File: src/rtl/model_share_pkg.sv
// Shared types and helpers for the model_share arbiter slice.
// Optional build macro MODEL_SHARE_ARB_FIXED_PRIO_EN selects fixed priority.
package model_share_pkg;

    localparam int unsigned W_DEFAULT = 5;

    typedef enum logic [1:0] {
        IDLE  = 2'd0,
        ISSUE = 2'd1,
        WAIT  = 2'd2,
        RESP  = 2'd3
    } state_t;

    // Grant index width; never narrower than one bit.
    function automatic int unsigned grant_width(input int unsigned n_req);
        return (n_req > 2) ? $clog2(n_req) : 1;
    endfunction

endpackage

File: src/rtl/model_share_rr_pick.sv
// Combinational winner selection: round-robin from ptr, or fixed lowest-index
// priority when MODEL_SHARE_ARB_FIXED_PRIO_EN is defined.
module model_share_rr_pick
    import model_share_pkg::*;
#(
    parameter int unsigned N_REQ = 2,
    parameter int unsigned IW    = grant_width(N_REQ)
) (
    input  logic [N_REQ-1:0] valid,
    input  logic [IW-1:0]    ptr,
    output logic [N_REQ-1:0] winner,
    output logic [IW-1:0]    index
);

    logic        found;
    int unsigned slot;

`ifdef MODEL_SHARE_ARB_FIXED_PRIO_EN
    logic unused_ptr;
    assign unused_ptr = ^ptr;

    always_comb begin
        winner = '0;
        index  = '0;
        found  = 1'b0;
        slot   = 0;
        for (int unsigned k = 0; k < N_REQ; k++) begin
            if (!found && valid[k]) begin
                found     = 1'b1;
                slot      = k;
                winner[k] = 1'b1;
                index     = IW'(k);
            end
        end
    end
`else
    always_comb begin
        winner = '0;
        index  = '0;
        found  = 1'b0;
        slot   = 0;
        // Walk upward from the pointer, wrapping past the top requester.
        for (int unsigned off = 0; off < N_REQ; off++) begin
            slot = (32'(ptr) + off) % N_REQ;
            if (!found && valid[slot]) begin
                found        = 1'b1;
                winner[slot] = 1'b1;
                index        = IW'(slot);
            end
        end
    end
`endif

endmodule

File: src/rtl/model_share_arb.sv
// Shares one datapath unit among N_REQ requesters: accept, launch, wait, respond.
// Define MODEL_SHARE_ARB_FIXED_PRIO_EN for strict lowest-index priority.
module model_share_arb
    import model_share_pkg::*;
#(
    parameter int unsigned N_REQ = 2,
    parameter int unsigned W     = W_DEFAULT
) (
    input  logic                           clk,
    input  logic                           rst_n,
    input  logic [N_REQ-1:0]               req_valid,
    output logic [N_REQ-1:0]               req_ready,
    input  logic [N_REQ*W-1:0]             req_a,
    input  logic [N_REQ*W-1:0]             req_b,
    output logic [N_REQ-1:0]               rsp_valid,
    input  logic [N_REQ-1:0]               rsp_ready,
    output logic [W-1:0]                   rsp_a,
    output logic [W-1:0]                   rsp_b,
    output logic                           u_start,
    output logic [W-1:0]                   u_i0,
    output logic [W-1:0]                   u_i1,
    input  logic [W-1:0]                   u_o0,
    input  logic [W-1:0]                   u_o1,
    input  logic                           u_done,
    output logic                           busy,
    output logic [grant_width(N_REQ)-1:0]  grant_id
);

    localparam int unsigned GW = grant_width(N_REQ);

    state_t           state;
    logic [GW-1:0]    ptr;
    logic [GW-1:0]    next_ptr;
    logic [GW-1:0]    pick_idx;
    logic [N_REQ-1:0] pick_onehot;
    logic [W-1:0]     pick_a;
    logic [W-1:0]     pick_b;

    model_share_rr_pick #(
        .N_REQ (N_REQ),
        .IW    (GW)
    ) u_pick (
        .valid  (req_valid),
        .ptr    (ptr),
        .winner (pick_onehot),
        .index  (pick_idx)
    );

    assign pick_a   = req_a[32'(pick_idx)*W +: W];
    assign pick_b   = req_b[32'(pick_idx)*W +: W];
    assign next_ptr = (grant_id == GW'(N_REQ - 1)) ? '0 : grant_id + 1'b1;

    assign u_start = (state == ISSUE);
    assign busy    = (state != IDLE);

    always_comb begin
        req_ready = '0;
        rsp_valid = '0;
        if (state == IDLE) begin
            req_ready = pick_onehot;
        end
        if (state == RESP) begin
            rsp_valid[grant_id] = 1'b1;
        end
    end

    always_ff @(posedge clk or negedge rst_n) begin
        if (!rst_n) begin
            state    <= IDLE;
            ptr      <= '0;
            grant_id <= '0;
            u_i0     <= '0;
            u_i1     <= '0;
            rsp_a    <= '0;
            rsp_b    <= '0;
        end else begin
            case (state)
                IDLE: begin
                    // Any valid bit means the picker has a winner, so this is the handshake.
                    if (|req_valid) begin
                        u_i0     <= pick_a;
                        u_i1     <= pick_b;
                        grant_id <= pick_idx;
                        state    <= ISSUE;
                    end
                end
                ISSUE: state <= WAIT;
                WAIT: begin
                    if (u_done) begin
                        rsp_a <= u_o0;
                        rsp_b <= u_o1;
                        state <= RESP;
                    end
                end
                RESP: begin
                    if (rsp_ready[grant_id]) begin
`ifndef MODEL_SHARE_ARB_FIXED_PRIO_EN
                        ptr <= next_ptr;
`endif
                        state <= IDLE;
                    end
                end
                default: state <= IDLE;
            endcase
        end
    end

endmodule
File: config.mk
export PLATFORM = sky130hd
export DESIGN_NAME = model_share_arb
export DESIGN_NICKNAME = d
export VERILOG_FILES = /design/src/rtl/model_share_pkg.sv /design/src/rtl/model_share_rr_pick.sv /design/src/rtl/model_share_arb.sv
export SDC_FILE = /design/constraint.sdc
export NUM_CORES = 1
export LEC_CHECK = 0
export BUFFER_PORTS_ARGS = -buffer_cell sky130_fd_sc_hd__buf_2
export CAP_MARGIN = 10
export CORE_MARGIN = 8
export CORE_UTILIZATION = 45
export CTS_BUF_LIST = sky130_fd_sc_hd__clkbuf_4
export DETAILED_ROUTE_END_ITERATION = 8
export PLACE_DENSITY_LB_ADDON = 0.08
export SLEW_MARGIN = 10
export SYNTH_ARGS = -nofsm -noshare
export SYNTH_HDL_FRONTEND = slang
export SYNTH_SLANG_ARGS = --single-unit
File: constraint.sdc
create_clock -name clk -period 1.8 [get_ports clk]
set_input_delay 0.27 -clock clk [delete_from_list [all_inputs] [get_ports clk]]
set_output_delay 0.27 -clock clk [all_outputs]
set_load 0.02 [all_outputs]
# Word-level counts from Yosys, hierarchy flattened
# Index checks and enable logic that the tools add are counted.
[totals] regBits=24 input_bits=37 out_inout_bits=27 elab_cells=61
[classes] add_sub_neg=2 n_mul=1 magnitude_cmp=6 eq_ne=6 n_shift=2 n_mux=24 n_bitwise=1 reduce_logical=12
[op_table] operator="$shiftx 10x5->5" count=2
[op_table] operator="$mux 2" count=7
[op_table] operator="$mux 1" count=13
[op_table] operator="$pmux 2 s4" count=1
[op_table] operator="$lt 1x2->1 const B" count=3
[op_table] operator="$reduce_and 2->1" count=3
[op_table] operator="$eq 2x2->1 const B" count=2
[op_table] operator="$logic_and 1x1->1" count=4
[op_table] operator="$mul 1x3->4 const B" count=1
[op_table] operator="$ne 2x1->1 const B" count=2
[op_table] operator="$demux 1 s1" count=3
[op_table] operator="$ge 1x1->1 const B" count=3
[op_table] operator="$reduce_and 3->1" count=1
[op_table] operator="$add 1x1->1 const B" count=2
[op_table] operator="$eq 2x1->1 const B" count=1
[op_table] operator="$logic_not 2->1" count=1
[op_table] operator="$ne 2x2->1 const B" count=1
[op_table] operator="$or 2x2->2" count=1
[op_table] operator="$reduce_bool 2->1" count=1
[op_table] operator="$reduce_or 2->1" count=1
[op_table] operator="$logic_not 1->1" count=1

# Logic depth before layout (Yosys ltp)
# Gate-level depths: netlist of run 1.
[logic_depth] word_depth=8 depth_mapped=6 ltp_nobuf=5

# By module
# Synthesis of run 1 repeated with hierarchy kept, for this count alone.
[unflattened] cells_unflattened=97 hier_area_um2=1126.1
[modules_own_cells] mod="model_share_arb" n_inst=1 cells_each=93 area_each_um2=1096.1 seq_area_each_um2=600.6
[modules_own_cells] mod="model_share_rr_pick" n_inst=1 cells_each=4 area_each_um2=30.0 seq_area_each_um2=0.0

# Worst setup path after synthesis of run 1
# Ideal clock, no wire load.
[synth_timing] path_kind="register to register" startpoint="reg state[0]" endpoint="reg grant_id" setup_time_ns=0.079 arrival_time_ns=1.544 required_ns=1.721 setup_slack_ns=0.177 stages_incl_launch_ff=6 n_path_buf=0 synth_period_minus_slack_ns=1.623 path_cell_list="dfrtp_1 -> inv_1 -> ha_1 -> inv_1 -> nor3_1 -> o21bai_1"
[synth_via] elab_chain_cells=2
[synth_lines] element="start: declaration" line="model_share_arb.sv:31" text="state_t state;"
[synth_lines] element="start signal: assignment" line="model_share_arb.sv:69" text="state <= IDLE;"
[synth_lines] element="start signal: assignment" line="model_share_arb.sv:84" text="state <= ISSUE;"
[synth_lines] element="start signal: assignment" line="model_share_arb.sv:87" text="ISSUE: state <= WAIT;"
[synth_lines] element="$logic_not 2->1" line="model_share_arb.sv:77" text="case (state)"
[synth_lines] element="$reduce_and 2->1 (no line)"
[synth_lines] element="end signal: assignment" line="model_share_arb.sv:83" text="grant_id <= pick_idx;"
[synth_lines] element="end: declaration" line="model_share_arb.sv:26" text="output logic [grant_width(N_REQ)-1:0] grant_id"
# No other way between the ends.
# A chain may end at the register's enable or synchronous reset.

# Final worst setup path of run 1
[layout_timing] startpoint="reg state[1]" endpoint="out req_ready[1]"
[layout_via] elab_chain_cells=2
[layout_lines] element="$logic_not 2->1" line="model_share_arb.sv:59" text="if (state == IDLE) begin"
[layout_lines] element="$mux 2" line="model_share_arb.sv:59"
[layout_lines] element="end: declaration" line="model_share_arb.sv:12" text="output logic [N_REQ-1:0] req_ready,"
# No other way between the ends.

==> results.toml, run 1 <==
[final_layout]
drive_gt1_share_pct = 50.28
diodes = 0
utilization_pct = 63.84
post-route-cell-area_sq_um = 1582
syn2layout_area_growth_pct = 35.77
instances_no_fill = 209
fin_nets = 223
final_common_cell = "buf_2"
layout_common_cells = "buf_2, dfrtp_1, nor2_1"

[placed_design]
dpl.hpwl_um = 2460
dp.cells = 202
placed_cell_area_sq_um = 1514
gp_congestion = 0.7277
port_buffers = 63

[grt]
grt_pass1_vias = 1126
grt_usage_pct = 14.05
grt_antenna_before_repair = 0
grt_pass1_wl_um = 4961
grt_max_degree = 25
overflow = 0

[timing]
relSlewSlack_pct = 64.46
fmax_mhz = 581.5
tns_ns = 0
hold_slack_ns = 0.1897
tightest_slew_ns = 0.5330
drv_slew = 0
min_period_ns = 1.720
fin_crit_sh_pct = 95.54
setup_viol = 0
skew_ns = 0.002956
hold_viol = 0

[synthesis]
synth_edf_count = 0
synth-seq-cells = 24
netlist_area_sq_um = 1165
synthCells = 112
synth_warnings = 0
async_reset_ff_share_pct = 100.0
synthDistinctLibCells = 26
synth.avg_cell_area_sq_um = 10.40
syn-num-nets = 154
synth_ff_type = "dfrtp_1"
ys_seq_area_share_pct = 51.56

[route]
wirelength_um = 3128
antenna_left = 0
via_count = 1080
wire_per_inst_um = 14.97
vias_per_cell = 5.167
drc_errors = 0
drt_iter0_drc = 30
dr.pass1.iters = 4

[critical_path]
crit_required_ns = 1.53
startpoint = "state[1]"
r2r_setup_slack_ns = 0.27
reg2reg_depth = 5
cp.arrival_ns = 1.45
worstSetupPathType = "flip-flop to primary output"
r2r_start = "state[1]"
crit_end = "req_ready[1]"
worstPathMaxFanout = 4
r2r-end = "state[1]"
crit_path_end_kind = "primary output"
critPathLaunchType = "flip-flop"

[die]
die_h_um = 66.88
die_area_sq_um = 4473
core_area_sq_um = 2477
start_util_pct = 47.02
top_level_ports = 64
die_x_um = 66.88
rows = 18

[cts]
clk_pin_slew_ns = 0.12
clock_latency_ns = 0.30
cts.path.max_buffers = 2
cts_tree = "yes"
clock-sinks = 24
h-tree-depth = 1
cts_made_buffers = 3
cts-root-buf = "clkbuf_4"

[job]
maxCapViolCount = 0

[worst_hold_path]
hold_start = "u_o0[4]"
hold_class = "input pin to flip-flop"

[power_and_ir_drop]
peakVddDrop_v = 0.001267
power_density_nw_per_um2 = 1722
p_leak_nw = 0.7912

[outcome]
status = "finished, final reports clean"
## cell families (layout without fill, tap and decap cells)
group                      Yosys count  after routing  synth area share [%]
AOI/OAI and AO/OA                   28             28                 14.71
muxes                               12             12                 11.49
buffers and inverters               12             79                 4.188
DFF                                 24             24                 51.56
and+or+nand+nor                     31             31                 12.68
adders and majority gates            5              5                 5.371
## how the worst min path moves through the flow
stage	endpoint	slack, ns	cells past startpoint
4_1_cts	rsp_a[4]	0.18	2
3_5_place_dp	rsp_b[0]	0.29	1
5_1_grt	rsp_a[4]	0.17	2
6_report	rsp_a[4]	0.19	2
2_1_floorplan	grant_id	-0.03	0
3_3_place_gp	rsp_b[1]	0.28	1
## cells in the mapped netlist, types with 2 or more instances
library cell / number / share of area [%]
o21ai_1: 10 / 4.3
mux2_2: 10 / 9.7
inv_1: 6 / 1.9
nand2_1: 4 / 1.3
a31oi_1: 10 / 5.4
a21oi_1: 3 / 1.3
buf_2: 2 / 0.86
clkbuf_1: 3 / 0.97
ha_1: 5 / 5.4
dfrtp_1: 24 / 52
nor2_1: 11 / 3.5
nand3_1: 10 / 4.3
## power breakdown
group	total, mW	switching, mW	leakage [nW]	internal [mW]
logic	1.54	0.898	0.503	0.641
clock network	0.227	0.149	0.0138	0.0780
registers	0.958	0.145	0.274	0.813
total	2.72	1.19	0.791	1.53
## final cells by class
type                            instances  area, sq um
Tap cell                               30        37.54
Sequential cell                        24        600.6
Multi-Input combinational cell         76        525.5
Inverter                                6        22.52
Timing Repair Buffer                   70        372.9
Fill cell                             221        895.9
Clock buffer                            3        22.52
## layer usage
| metal | share of wire [%] | wire, um | up-vias | global-route usage, % |
|---|---|---|---|---|
| li1 | - | - | 534 | - |
| met1 | 43 | 1335 | 504 | 16.17 |
| met2 | 47 | 1477 | 40 | 23.78 |
| met3 | 9.6 | 300 | 2 | 4.195 |
| met4 | 0.48 | 15 | 0 | 5.483 |
| met5 | 0 | 0 | - | 0 |
## sequential cells by signal (all words and copies together), names as in the netlist
register / cells
rsp_b: 5
u_i0: 5
u_i1: 5
state: 2
ptr: 1
grant_id: 1
rsp_a: 5
## worst max-delay path: stages, from the launching register on
cell     delay (ns)
dfrtp_1        0.43
inv_2          0.09
ha_2           0.20
inv_1          0.07
nor3_2         0.18
buf_4          0.17
## per-stage QoR
stage	setup WS, ns	power (mW)
after floorplan	0.1774	1.962
after detailed placement	0.1738	2.459
after global routing	-0.01777	2.928
after CTS	0.001851	2.728
final	0.08022	2.724
after global placement	0.2748	2.397
## what timing repair did
item	4_1_cts	5_1_grt
pin swaps	0	0
resized for setup	2	4
setup endpoints to repair	1	3
endpoints found under the hold margin	24	0
hold buffers	1	0
buffers inserted	2	1
Power figures use the tool's default switching activity.
==> run 2, diff against run 1 <==
--- a/config.mk
+++ b/config.mk
@@ -5,10 +5,11 @@
 export SDC_FILE = /design/constraint.sdc
 export NUM_CORES = 1
 export LEC_CHECK = 0
+export ABC_AREA = 1
 export BUFFER_PORTS_ARGS = -buffer_cell sky130_fd_sc_hd__buf_2
 export CAP_MARGIN = 10
 export CORE_MARGIN = 8
-export CORE_UTILIZATION = 45
+export CORE_UTILIZATION = 47
 export CTS_BUF_LIST = sky130_fd_sc_hd__clkbuf_4
 export DETAILED_ROUTE_END_ITERATION = 8
 export PLACE_DENSITY_LB_ADDON = 0.08
==> results.toml, run 2 <==
[final_layout]
diodes = 0
multi_input_area_sq_um = 549.3
utilization_pct = 61.65
drive_gt1_share_pct = 42.31
regArea_sq_um = 600.6
fin_nets = 251
fillCellCount = 259
syn2layout_area_growth_pct = 28.63
post-route-cell-area_sq_um = 1642
layout_common_cells = "buf_2, nand2_1, dfrtp_1"
final_common_cell = "buf_2"

[timing]
hold_viol = 0
min_period_ns = 1.720
drv_slew = 0
tns_ns = 0
rsz0062_at_grt = "false"
fmax_mhz = 581.5
fin_crit_sh_pct = 95.54
setup_viol = 0
relSlewSlack_pct = 63.37
tightest_slew_ns = 0.5494
fin_ws_ns = 0.08030
skew_ns = 0.002917

[die]
top_level_ports = 64
die_area_sq_um = 4639
start_util_pct = 47.93
die_x_um = 68.11
die_h_um = 68.11
rows = 19
core_area_sq_um = 2663

[placed_design]
dpl.hpwl_um = 2674
gp_congestion = 0.7968
pre_cts_slack_ns = 0.3595
placed_cell_area_sq_um = 1603
port_buffers = 63

[cts]
cts_tree = "yes"
cts_made_buffers = 3
clock_latency_ns = 0.30
cts.path.max_buffers = 2
h-tree-depth = 1
cts-root-buf = "clkbuf_4"
clock-sinks = 24
clk_pin_slew_ns = 0.13

[route]
wirelength_um = 3345
antenna_left = 0
wire_per_inst_um = 14.00
vias_per_cell = 4.820
drt_iter0_drc = 52
drc_errors = 0
dr.pass1.iters = 4
via_count = 1152

[grt]
grt_pass1_vias = 1200
grt_usage_pct = 14.32
grt_max_degree = 25
grt_pass1_wl_um = 5202
grt_antenna_before_repair = 0
overflow = 0

[synthesis]
synthCells = 141
synth_edf_count = 0
synthDistinctLibCells = 16
syn-num-nets = 183
async_reset_ff_share_pct = 100.0
synth_commonest_cells = "nand2_1, dfrtp_1, inv_1"
synth.avg_cell_area_sq_um = 9.051
synth_warnings = 0
synth_most_common_cell = "nand2_1"
ys_seq_area_share_pct = 47.06
synth.area.top_cells = "dfrtp_1, nand2_1, mux2_2"
netlist_area_sq_um = 1276
synth_ff_type = "dfrtp_1"
synth_top_area_share_pct = 47.06
yosysTopAreaCell = "dfrtp_1"
synth-seq-cells = 24

[critical_path]
worstSetupPathType = "flip-flop to primary output"
startpoint = "state[0]"
crit_required_ns = 1.53
reg2reg_depth = 4
cp.arrival_ns = 1.45
crit_path_end_kind = "primary output"
critPathLaunchType = "flip-flop"
r2r_start = "state[0]"
worstPathMaxFanout = 4

[worst_hold_path]
hold_depth = 2
hold_start = "u_o0[4]"
hold_class = "input pin to flip-flop"

[power_and_ir_drop]
peakVddDrop_v = 0.0009751
clock_power_share_pct = 8.6
combinationalPowerShare_pct = 56.2
power_mw = 2.755
p_leak_nw = 0.9498
netSwitchingPower_mw = 1.274
power_density_nw_per_um2 = 1678
seq_power_share_pct = 35.2
p_int_mw = 1.481
netSwitchingFraction_pct = 46.24

[job]
maxCapViolCount = 0

[outcome]
status = "finished, final reports clean"
[run 2: cell count changes after synthesis, moves of 4 or more]
| cell | delta |
|---|---|
| nand2_1 | +38 |
| inv_1 | +11 |
| a31oi_1 | -10 |
| nand3b_1 | +10 |
| o21ai_1 | -10 |
| nor2_1 | -8 |
| inv_2 | +4 |
[run 2: cell type report]
class | instances | share of cell area [%]
timing repair buffer | 67 | 21.19
multi-input combinational | 92 | 33.46
inverter | 21 | 4.802
clock inverter | 1 | 0.2287
clock buffer | 3 | 1.372
sequential | 24 | 36.59
tap | 31 | 2.363
[run 2: worst paths after layout]
path / end / slack [ns]
max: req_ready[0] / 0.08
max reg2reg: rsp_a[3] / 0.34
min in group asynchronous: u_i0[2] / 0.46
min reg2reg: u_i1[0] / 0.49
min: rsp_a[4] / 0.18
max in group asynchronous: u_i0[4] / 0.98
[run 2: power by group through the flow]
stage                     logic, mW  registers, mW  clock network [mW]
after floorplan               0.773           1.27                   0
after detailed placement       1.57          0.984                   0
after global routing           1.70           1.01               0.267
after global placement         1.51          0.966                   0
final                          1.55          0.969               0.237
after CTS                      1.57          0.974               0.247
[run 2: critical path, cell delays in order (launching register included)]
cell and delay [ns]:
dfrtp_1 0.44, inv_1 0.14, ha_2 0.23, inv_2 0.07, nor2_1 0.10, buf_2 0.17
[run 2: cells by family (layout without fill, tap and decap cells)]
kind of cell,Yosys count,count (layout),synth area share (%)
mux,10,10,8.824
fa+ha+maj,5,5,4.902
compound gates,4,4,2.451
simple gates,73,73,26.67
flops,24,24,47.06
buf+inv,25,92,10.10
[run 2: what timing repair did]
action,CTS,global route
gates resized for setup,0,1
hold buffers,1,0
endpoints found under the hold margin,24,0
buffers inserted,0,0
setup endpoints to repair,0,2
[run 2: routing by layer]
layer | global-route usage, % | vias up | share of wire (%)
met5 | 0 | - | 0
li1 | - | 577 | -
met4 | 4.092 | 0 | 0.42
met1 | 14.73 | 540 | 37
met3 | 4.255 | 2 | 7.9
met2 | 27.20 | 33 | 55
[run 2: through the flow]
stage	hold WS, ns	std cells
5_1_grt	0.1596	239
2_1_floorplan	-0.02559	141
3_5_place_dp	0.2860	234
4_1_cts	0.1713	239
3_3_place_gp	0.2787	234
6_report	0.1846	239
